===== config.mk =====
export PLATFORM = sky130hd
export DESIGN_NAME = cus42_ram_sched_flat
export DESIGN_NICKNAME = d
export VERILOG_FILES = /design/src/rtl/cus42_ram_sched_if.sv /design/src/rtl/cus42_ram_sched.sv /design/src/flat_wrapper.sv
export SDC_FILE = /design/constraint.sdc
export NUM_CORES = 1
export LEC_CHECK = 0
export CORE_MARGIN = 1
export CORE_UTILIZATION = 29
export CTS_BUF_LIST = sky130_fd_sc_hd__clkbuf_4 sky130_fd_sc_hd__clkbuf_8
export DETAILED_ROUTE_END_ITERATION = 10
export PLACE_DENSITY = 0.59
export SYNTH_ARGS = -nofsm -noshare
export SYNTH_HDL_FRONTEND = slang
export SYNTH_SLANG_ARGS = --single-unit

===== constraint.sdc =====
create_clock -name CLK_6M -period 1.35 [get_ports CLK_6M]
set_input_delay 0.27 -clock CLK_6M [delete_from_list [all_inputs] [get_ports CLK_6M]]
set_output_delay 0.27 -clock CLK_6M [all_outputs]
set_load 0.05 [all_outputs]

===== src/rtl/cus42_ram_sched_if.sv =====
// rtl/cus42_ram_sched_if.sv - CPU request/response bus for the tile RAM slot scheduler
//
// Purpose : groups the CPU-side handshake of cus42_ram_sched.
// Signals : cpu_req/cpu_we/cpu_addr[12:0]/cpu_wdata[7:0]  CPU -> scheduler
//           cpu_rdata[7:0]/cpu_ack/nWAIT                  scheduler -> CPU
// Modports: master = CPU side, slave = scheduler side.
interface cus42_ram_sched_if;
    logic        cpu_req;
    logic        cpu_we;
    logic [12:0] cpu_addr;
    logic [7:0]  cpu_wdata;
    logic [7:0]  cpu_rdata;
    logic        cpu_ack;
    logic        nWAIT;

    modport master (
        output cpu_req, cpu_we, cpu_addr, cpu_wdata,
        input  cpu_rdata, cpu_ack, nWAIT
    );

    modport slave (
        input  cpu_req, cpu_we, cpu_addr, cpu_wdata,
        output cpu_rdata, cpu_ack, nWAIT
    );
endinterface


===== src/rtl/cus42_ram_sched.sv =====
// rtl/cus42_ram_sched.sv - time-slot scheduler sharing one tile SRAM between two layers and a CPU
//
// Purpose : a 2-bit slot phase splits SRAM bandwidth 0=layer A, 1=CPU, 2=layer B, 3=CPU.
//           Layer slots fetch one byte each; CPU slots serve a single latched request.
//           A falling nHSYNC realigns the phase to 0.
// Option  : CUS42_BLANK_CPU_EN - when defined, every slot is a CPU slot while nHBLANK=0.
// Ports   : CLK_6M, nRST (sync, active-low)
//           nHSYNC, nHBLANK          video timing
//           RAA[11:0], RAB[11:0]     layer A/B tile addresses
//           cpu (slave modport)      CPU request/ack bus
//           RA[12:0], RD_I, RD_O, RD_OE, nRWE, nROE   SRAM pins (all registered)
//           TA_D/TA_VLD, TB_D/TB_VLD fetched layer bytes, VLD high one cycle
module cus42_ram_sched (
    input  logic             CLK_6M,
    input  logic             nRST,
    input  logic             nHSYNC,
    input  logic             nHBLANK,
    input  logic [11:0]      RAA,
    input  logic [11:0]      RAB,
    cus42_ram_sched_if.slave cpu,
    output logic [12:0]      RA,
    input  logic [7:0]       RD_I,
    output logic [7:0]       RD_O,
    output logic             RD_OE,
    output logic             nRWE,
    output logic             nROE,
    output logic [7:0]       TA_D,
    output logic             TA_VLD,
    output logic [7:0]       TB_D,
    output logic             TB_VLD
);

    typedef enum logic [1:0] {
        ST_IDLE   = 2'd0,
        ST_WAIT   = 2'd1,
        ST_ACCESS = 2'd2,
        ST_DONE   = 2'd3
    } state_t;

    state_t      r_state;
    state_t      w_state_next;

    logic [1:0]  r_ph;
    logic        r_hsync;
    logic        r_hsync_d;

    logic        r_we;
    logic [12:0] r_addr;
    logic [7:0]  r_wdata;
    logic [7:0]  r_rdata;

    logic [12:0] r_ra;
    logic [7:0]  r_rd_o;
    logic        r_rd_oe;
    logic        r_nrwe;
    logic        r_nroe;
    logic        r_fetch_a;
    logic        r_fetch_b;
    logic [7:0]  r_ta_d;
    logic        r_ta_vld;
    logic [7:0]  r_tb_d;
    logic        r_tb_vld;

    logic        w_hs_fall;
    logic [1:0]  w_ph_next;
    logic        w_blank;
    logic        w_slot_cpu;
    logic        w_slot_a;
    logic        w_slot_b;
    logic        w_access;
    logic        w_cpu_ack;
    logic        w_nwait;

`ifdef CUS42_BLANK_CPU_EN
    assign w_blank = ~nHBLANK;
`else
    logic w_unused;
    assign w_blank  = 1'b0;
    assign w_unused = nHBLANK;
`endif

    // Fall detected on the two registered copies, so the phase jump lands one
    // edge after the low level is first sampled.
    assign w_hs_fall = r_hsync_d & ~r_hsync;
    assign w_ph_next = w_hs_fall ? 2'd0 : r_ph + 2'd1;

    // Slot kind is decided for the phase being entered; outputs are registered
    // on that same edge so they are stable for the whole slot.
    assign w_slot_cpu = w_ph_next[0] | w_blank;
    assign w_slot_a   = ~w_slot_cpu & (w_ph_next == 2'd0);
    assign w_slot_b   = ~w_slot_cpu & (w_ph_next == 2'd2);
    assign w_access   = (r_state == ST_WAIT) & w_slot_cpu;

    always_comb begin
        w_state_next = r_state;
        w_cpu_ack    = 1'b0;
        w_nwait      = 1'b1;
        case (r_state)
            ST_IDLE: begin
                if (cpu.cpu_req) begin
                    w_state_next = ST_WAIT;
                end
            end
            ST_WAIT: begin
                w_nwait = 1'b0;
                if (w_slot_cpu) begin
                    w_state_next = ST_ACCESS;
                end
            end
            ST_ACCESS: begin
                w_nwait      = 1'b0;
                w_state_next = ST_DONE;
            end
            ST_DONE: begin
                // cpu_req is deliberately not looked at here.
                w_cpu_ack    = 1'b1;
                w_state_next = ST_IDLE;
            end
            default: begin
                w_state_next = ST_IDLE;
            end
        endcase
    end

    always_ff @(posedge CLK_6M) begin
        if (!nRST) begin
            r_state <= ST_IDLE;
        end else begin
            r_state <= w_state_next;
        end
    end

    always_ff @(posedge CLK_6M) begin
        if (!nRST) begin
            r_ph      <= 2'd0;
            r_hsync   <= 1'b1;
            r_hsync_d <= 1'b1;
            r_we      <= 1'b0;
            r_addr    <= 13'd0;
            r_wdata   <= 8'd0;
            r_rdata   <= 8'd0;
            r_ra      <= 13'd0;
            r_rd_o    <= 8'd0;
            r_rd_oe   <= 1'b0;
            r_nrwe    <= 1'b1;
            r_nroe    <= 1'b1;
            r_fetch_a <= 1'b0;
            r_fetch_b <= 1'b0;
            r_ta_d    <= 8'd0;
            r_ta_vld  <= 1'b0;
            r_tb_d    <= 8'd0;
            r_tb_vld  <= 1'b0;
        end else begin
            r_ph      <= w_ph_next;
            r_hsync   <= nHSYNC;
            r_hsync_d <= r_hsync;

            // Request fields are frozen from acceptance until the FSM is idle again.
            if ((r_state == ST_IDLE) && cpu.cpu_req) begin
                r_we    <= cpu.cpu_we;
                r_addr  <= cpu.cpu_addr;
                r_wdata <= cpu.cpu_wdata;
            end

            // Default is an unused CPU slot: bus parked on layer A, no strobes.
            r_ra      <= {1'b0, RAA};
            r_rd_o    <= 8'd0;
            r_rd_oe   <= 1'b0;
            r_nrwe    <= 1'b1;
            r_nroe    <= 1'b1;
            r_fetch_a <= 1'b0;
            r_fetch_b <= 1'b0;

            if (w_access) begin
                r_ra <= r_addr;
                if (r_we) begin
                    r_rd_o  <= r_wdata;
                    r_rd_oe <= 1'b1;
                    r_nrwe  <= 1'b0;
                end else begin
                    r_nroe  <= 1'b0;
                end
            end else if (w_slot_a) begin
                r_nroe    <= 1'b0;
                r_fetch_a <= 1'b1;
            end else if (w_slot_b) begin
                r_ra      <= {1'b1, RAB};
                r_nroe    <= 1'b0;
                r_fetch_b <= 1'b1;
            end

            // Data read during a slot is captured on the edge that ends it.
            r_ta_vld <= r_fetch_a;
            if (r_fetch_a) begin
                r_ta_d <= RD_I;
            end
            r_tb_vld <= r_fetch_b;
            if (r_fetch_b) begin
                r_tb_d <= RD_I;
            end

            if ((r_state == ST_ACCESS) && !r_we) begin
                r_rdata <= RD_I;
            end
        end
    end

    assign RA            = r_ra;
    assign RD_O          = r_rd_o;
    assign RD_OE         = r_rd_oe;
    assign nRWE          = r_nrwe;
    assign nROE          = r_nroe;
    assign TA_D          = r_ta_d;
    assign TA_VLD        = r_ta_vld;
    assign TB_D          = r_tb_d;
    assign TB_VLD        = r_tb_vld;
    assign cpu.cpu_rdata = r_rdata;
    assign cpu.cpu_ack   = w_cpu_ack;
    assign cpu.nWAIT     = w_nwait;

endmodule

===== src/flat_wrapper.sv =====
// flat-port wrapper written by rule: the top's interface ports become plain ports
module cus42_ram_sched_flat 
  (CLK_6M, nRST, nHSYNC, nHBLANK, RAA, RAB, RA, RD_I, RD_O, RD_OE, nRWE, nROE, TA_D, TA_VLD, TB_D, TB_VLD, cpu_cpu_req, cpu_cpu_we, cpu_cpu_addr, cpu_cpu_wdata, cpu_cpu_rdata, cpu_cpu_ack, cpu_nWAIT);
  cus42_ram_sched_if cpu_i ();
  input  logic CLK_6M;
  input  logic nRST;
  input  logic nHSYNC;
  input  logic nHBLANK;
  input  logic [11:0] RAA;
  input  logic [11:0] RAB;
  output logic [12:0] RA;
  input  logic [7:0] RD_I;
  output logic [7:0] RD_O;
  output logic RD_OE;
  output logic nRWE;
  output logic nROE;
  output logic [7:0] TA_D;
  output logic TA_VLD;
  output logic [7:0] TB_D;
  output logic TB_VLD;
  input wire logic [$bits(cpu_i.cpu_req)-1:0] cpu_cpu_req;
  input wire logic [$bits(cpu_i.cpu_we)-1:0] cpu_cpu_we;
  input wire logic [$bits(cpu_i.cpu_addr)-1:0] cpu_cpu_addr;
  input wire logic [$bits(cpu_i.cpu_wdata)-1:0] cpu_cpu_wdata;
  output wire logic [$bits(cpu_i.cpu_rdata)-1:0] cpu_cpu_rdata;
  output wire logic [$bits(cpu_i.cpu_ack)-1:0] cpu_cpu_ack;
  output wire logic [$bits(cpu_i.nWAIT)-1:0] cpu_nWAIT;
  assign cpu_i.cpu_req = cpu_cpu_req;
  assign cpu_i.cpu_we = cpu_cpu_we;
  assign cpu_i.cpu_addr = cpu_cpu_addr;
  assign cpu_i.cpu_wdata = cpu_cpu_wdata;
  assign cpu_cpu_rdata = cpu_i.cpu_rdata;
  assign cpu_cpu_ack = cpu_i.cpu_ack;
  assign cpu_nWAIT = cpu_i.nWAIT;
  cus42_ram_sched u_core (.CLK_6M(CLK_6M), .nRST(nRST), .nHSYNC(nHSYNC), .nHBLANK(nHBLANK), .RAA(RAA), .RAB(RAB), .cpu(cpu_i), .RA(RA), .RD_I(RD_I), .RD_O(RD_O), .RD_OE(RD_OE), .nRWE(nRWE), .nROE(nROE), .TA_D(TA_D), .TA_VLD(TA_VLD), .TB_D(TB_D), .TB_VLD(TB_VLD));
endmodule

* Word level (Yosys, flattened, before mapping)
Cells that the tools add are included.
** Word-level totals
- Memory bits (read-only) :: 0
- Memories :: 0
- Word-level logic and storage cells :: 60
- Bits of input ports :: 59
- Bits in registers :: 80
- Bits in writable memories :: 0
- Bits in latches :: 0
** Operators by class
- Equality and inequality tests :: 6
- $mul :: 0
- Add/sub/neg operators :: 1
- Divide/modulo/power cells :: 0
- Muxes and demuxes :: 16
- Reductions and logical operators :: 11
- Order comparisons :: 0
- Shift-type cells :: 0
- Bitwise logic cells :: 7
** Operator list (count)
- two-way mux 13 bit :: 3
- two-way mux 1 bit :: 9
- one-hot mux 2 bit (4 select lines) :: 1
- equality test 2 bit, second input constant :: 3
- two-way mux 2 bit :: 3
- AND 1 bit :: 4
- logical NOT 2 bit :: 2
- AND reduction 2 bit :: 2
- OR reduction 2 bit :: 2
- NOT 1 bit :: 3
- AND reduction 3 bit :: 1
- OR reduction 3 bit :: 1
- adder 2 x 1 -> 2 bit, second input constant :: 1
- equality test 2 x 1 -> 1 bit, second input constant :: 1
- logical AND 1 bit :: 2
- != test 2 x 1 -> 1 bit, second input constant :: 1
- != test 2 bit, second input constant :: 1
- logical NOT 1 bit :: 1

* Depth between registers and ports, before layout
- Depth after elaboration :: 8
- Depth in mapped cells :: 6
- Depth with buffers taken out :: 5

* Worst setup path before layout
Ideal clock, no wire load.
- Path type :: reg2reg
- Start point :: reg u_core.r_state[0]
- End point :: reg u_core.r_rdata[0] (netlist: u_core.cpu.cpu_rdata[0])
- Clock period less this slack :: 1435 ps
- Arrival :: 1308 ps
- Data required time :: 1222 ps
- Setup slack :: -85 ps
- Path buffers :: 1
- Library setup time :: 128 ps
- Cell stages (with the launch flop) :: 7
- Path through :: dfxtp_1 -> inv_1 -> ha_1 -> nor2b_1 -> clkbuf_1 -> mux2i_1 -> nor2_1
** On the way
- Word-level cells in the longest chain between the ends :: 2
** Ends and longest elaborated chain
- start: declaration :: RTL line cus42_ram_sched.sv:40 : state_t r_state;
- start signal: assignment :: RTL line cus42_ram_sched.sv:129 : r_state <= w_state_next;
- equality test 2 bit :: RTL line cus42_ram_sched.sv:202 : if ((r_state == ST_ACCESS) && !r_we) begin
- logical AND 1 bit :: RTL line cus42_ram_sched.sv:202
- end signal: assignment :: RTL line cus42_ram_sched.sv:141 : r_rdata <= 8'd0;
- end signal: assignment :: RTL line cus42_ram_sched.sv:203 : r_rdata <= RD_I;
- end: declaration :: RTL line cus42_ram_sched.sv:50 : logic [7:0] r_rdata;
Every way passes these cells.
A chain may end at the register's enable or synchronous reset.

* Final worst setup path
- Start point :: reg u_core.r_state[0]
- End point :: out cpu_nWAIT
** On the way
- Word-level cells in the longest chain between the ends :: 3
** Ends and longest elaborated chain
- equality test 2 bit or equality test 2 x 1 -> 1 bit (tied branches) :: RTL line cus42_ram_sched.sv:98 : case (r_state)
- OR reduction 2 bit (no source line) *
- two-way mux 1 bit * :: RTL line cus42_ram_sched.sv:98
- end: declaration :: RTL line flat_wrapper.sv:27 : output wire logic [$bits(cpu_i.nWAIT)-1:0] cpu_nWAIT;
Mark *: on every way between the ends. The rest lies on a longest branch, timed or not.

==> flow_summary.json <==
{
  "wl_per_cell_um": 12.5,
  "status": "finished with violations",
  "hold_violations": 0,
  "rsz0062_at_grt": "true",
  "path_clk_slew_ns": 0.08,
  "num-fill-cells": 855,
  "synthTopCellsByArea": "dfxtp_1 (56%), mux2i_1 (13%), nand2_1 (6.4%), a21oi_1 (6.3%), nor2_1 (3.3%)",
  "finish.net_count": 482,
  "ys_async_sr_fraction_pct": 0,
  "crit_path_end_kind": "output port",
  "fin_setup_tns_ns": -0.148,
  "cp_cell_sequence": "inv_2 > ha_4 > inv_2 > buf_12",
  "slew_violations": 0,
  "vias": 2408,
  "wl_met2_um": 3290,
  "crit_family": "flip-flops",
  "yosysMostFrequentCell": "dfxtp_1",
  "finalWirelength_um": 6880,
  "hold_path_class": "flip-flop to flip-flop",
  "violations": "setup timing",
  "n_antenna_cell": 0,
  "first_iter_violations": 59,
  "timing.rr.end": "u_core.cpu.cpu_rdata[6]$_SDFFE_PN0P_",
  "hold_buffers": 0,
  "core_um2": 9370,
  "synth-seq-cells": 80,
  "critPathKind": "flip-flop to output port",
  "crit_required_ns": 1.08,
  "fin_crit_sh_pct": 108,
  "finalSetupViolCount": 2,
  "place_ws_ns": -0.230,
  "cp_common_cell": "inv_2",
  "io_buffers": 109,
  "syn-num-nets": 363,
  "dp_hpwl_um": 4840,
  "viasPerCell": 4.36,
  "cp_slowest_stage_delay_ns": 0.35,
  "syn_inst": 299,
  "maxCapViolCount": 0,
  "die_h_um": 101,
  "critPathBufInv": 3,
  "grt_max_degree": 51,
  "drt_first_pass_iters": 5,
  "cp-endpoint": "cpu_nWAIT",
  "cts-root-buf": "clkbuf_8",
  "synthFlopType": "dfxtp_1",
  "overflow": 0,
  "clock_skew_ns": 0.00738,
  "finalPower_w": 0.00802,
  "netlist_top_cells_count": "dfxtp_1 (80), nand2_1 (49), mux2i_1 (38)",
  "floorplan.initialDensity_pct": 30.5,
  "num_rows": 35,
  "syn-cell-area_um2": 2860,
  "rr_startpoint": "u_core.r_state[0]$_SDFFE_PN0P_",
  "met3_length_um": 582,
  "insertion_delay_ns": 0.34,
  "cp_max_fo": 3,
  "cts_buffers": 9,
  "setup_slack_ns": -0.107,
  "relSlewSlack_pct": 65.8,
  "dieWidth_um": 101,
  "synth.top_cell.area_share_pct": 56.1,
  "synth_area_leader_cell": "dfxtp_1",
  "wl_met1_um": 2940,
  "irDropWorstVdd_uv": 1570,
  "synth_cell_type_count": 23,
  "syn2layout_area_growth_pct": 76.8,
  "arrival_ns": 1.19,
  "clockBufferDepth": 2,
  "grt_pass1_wl_um": 10900,
  "io_pins": 111,
  "die-area_um2": 10200,
  "crit_slowest_cell": "dfxtp_2",
  "whs_ns": 0.451,
  "htreeDepth": 3,
  "synth_warnings": 0,
  "top_layer_used": "met4",
  "reg2reg_slack_ns": 0.02,
  "synth_area_per_cell_um2": 9.55,
  "cts_tree": "done",
  "grt_usage_pct": 13.9,
  "crit_start": "u_core.r_state[0]$_SDFFE_PN0P_",
  "cp.depth": 4,
  "regArea_um2": 1610,
  "multi_input_area_um2": 1200,
  "synth-edff-count": 0,
  "grt_pass1_vias": 2312,
  "grt_antenna_before_repair": 0,
  "leakage_nw": 2.01,
  "power.density_nw_per_um2": 1590,
  "rr_worst_depth": 7,
  "antenna_left": 0,
  "drcViolationCount": 0,
  "start_kind": "flip-flop",
  "drive_gt1_share_pct": 24.6,
  "min_period_ns": 1.46,
  "cts_sinks": 80,
  "yosysSeqAreaShare_pct": 56.1,
  "worstMarginPinSlew_ns": 0.512,
  "gp_congestion": 0.716,
  "clock.fmax_mhz": 686
}
logic make-up (layout without fill, tap and decap cells):
logic type	count (synthesis)	count (layout)	synth area share (%)
AND/OR/NAND/NOR	97	97	14.6
flip-flops	80	80	56.1
AO/OA/AOI/OAI	52	52	9.20
multiplexers	38	38	13.3
buffers and inverters	26	150	4.25
adder cells (fa/ha/maj)	5	5	2.19
XOR/XNOR	1	1	0.307
worst min path at each step:
| stage | from | endpoint | cells after the start |
|---|---|---|---|
| floorplan | nRST | u_core.r_hsync$_SDFF_PN1_ | 1 |
| global placement | u_core.r_wdata[5]$_SDFFE_PN0P_ | u_core.RD_O[5]$_SDFF_PN0_ | 1 |
| detailed placement | u_core.r_wdata[0]$_SDFFE_PN0P_ | u_core.RD_O[0]$_SDFF_PN0_ | 1 |
| CTS | cpu_cpu_addr[10] | u_core.r_addr[10]$_SDFFE_PN0P_ | 3 |
| global route | cpu_cpu_addr[10] | u_core.r_addr[10]$_SDFFE_PN0P_ | 3 |
| finish | u_core.r_wdata[6]$_SDFFE_PN0P_ | u_core.r_wdata[6]$_SDFFE_PN0P_ | 2 |
stage by stage:
step / util (%) / cell area, um^2 / std cells
after floorplan: - / 2870 / 299
after global placement: 50.3 / 4710 / 534
final: 53.9 / 5050 / 552
after detailed placement: 50.3 / 4710 / 534
after global routing: 53.9 / 5050 / 552
after CTS: 53.6 / 5020 / 552
metal layers:
metal  up-vias  global-route usage (%)
li1       1222                       -
met2        74                    23.3
met5         -                       0
met1      1105                    16.1
met3         7                    6.14
met4         0                    3.68
layout make-up:
cell class | instances | area share (%)
inverters | 7 | 0.521
repair buffers | 127 | 35.7
clock buffers | 11 | 2.75
well taps | 129 | 3.20
clock inverters | 5 | 2.08
flip-flops and latches | 80 | 31.9
multi-input cells | 193 | 23.8
power breakdown:
group          internal (W)  switching (W)
logic               0.00150        0.00151
clock network       0.00127       0.000833
registers           0.00268       0.000223
total               0.00545        0.00256
sequential cells by signal, summed over array words and instances, names as in the netlist:
name	cells
u_core.RA	13
u_core.RD_O	8
u_core.RD_OE	1
u_core.TA_D	8
u_core.TA_VLD	1
u_core.TB_D	8
u_core.TB_VLD	1
u_core.cpu.cpu_rdata	8
u_core.nROE	1
u_core.nRWE	1
u_core.r_addr	13
u_core.r_fetch_a	1
u_core.r_fetch_b	1
u_core.r_hsync	1
u_core.r_hsync_d	1
u_core.r_ph	2
u_core.r_state	2
u_core.r_wdata	8
u_core.r_we	1
worst reg2reg max path, delay by kind of cell (launching register included):
kind	cells	cell delay, ns
buf+inv	3	0.36
simple gates	2	0.19
flops	1	0.34
mux	1	0.19
fa+ha+maj	1	0.12
timing repair:
| item | CTS | global route |
|---|---|---|
| setup buffers | 2 | 0 |
| setup endpoints to repair | 11 | 30 |
| pin swaps | 1 | 1 |
| gates resized for setup | 13 | 7 |
cell usage in the layout (no fill, tap or decap):
| master | Yosys | final |
|---|---|---|
| a21oi_1 | 36 | 36 |
| and2_0 | 1 | 1 |
| and2_1 | 10 | 10 |
| and3_1 | 1 | 1 |
| buf_12 | 1 | 56 |
| buf_4 | 0 | 13 |
| buf_8 | 0 | 1 |
| bufinv_16 | 0 | 3 |
| clkbuf_4 | 0 | 2 |
| clkbuf_8 | 0 | 9 |
| clkdlybuf4s50_1 | 0 | 57 |
| clkinvlp_4 | 0 | 2 |
| dfxtp_1 | 80 | 76 |
| dfxtp_2 | 0 | 3 |
| dfxtp_4 | 0 | 1 |
| ha_1 | 5 | 2 |
| ha_4 | 0 | 3 |
| inv_1 | 5 | 2 |
| inv_2 | 2 | 5 |
| mux2i_1 | 38 | 36 |
| mux2i_2 | 0 | 2 |
| nand2_1 | 49 | 49 |
| nand2b_1 | 3 | 3 |
| nand3_1 | 1 | 1 |
| nand4_1 | 1 | 1 |
| nor2_1 | 25 | 25 |
| nor2b_1 | 3 | 1 |
| nor2b_4 | 0 | 2 |
| nor3_1 | 2 | 1 |
| nor3_2 | 0 | 1 |
| o21ai_0 | 15 | 14 |
| o21ai_1 | 0 | 1 |
| o31ai_1 | 1 | 1 |
| or3_4 | 0 | 1 |
| xnor2_1 | 1 | 1 |
(Power assumes the default switching activity.)
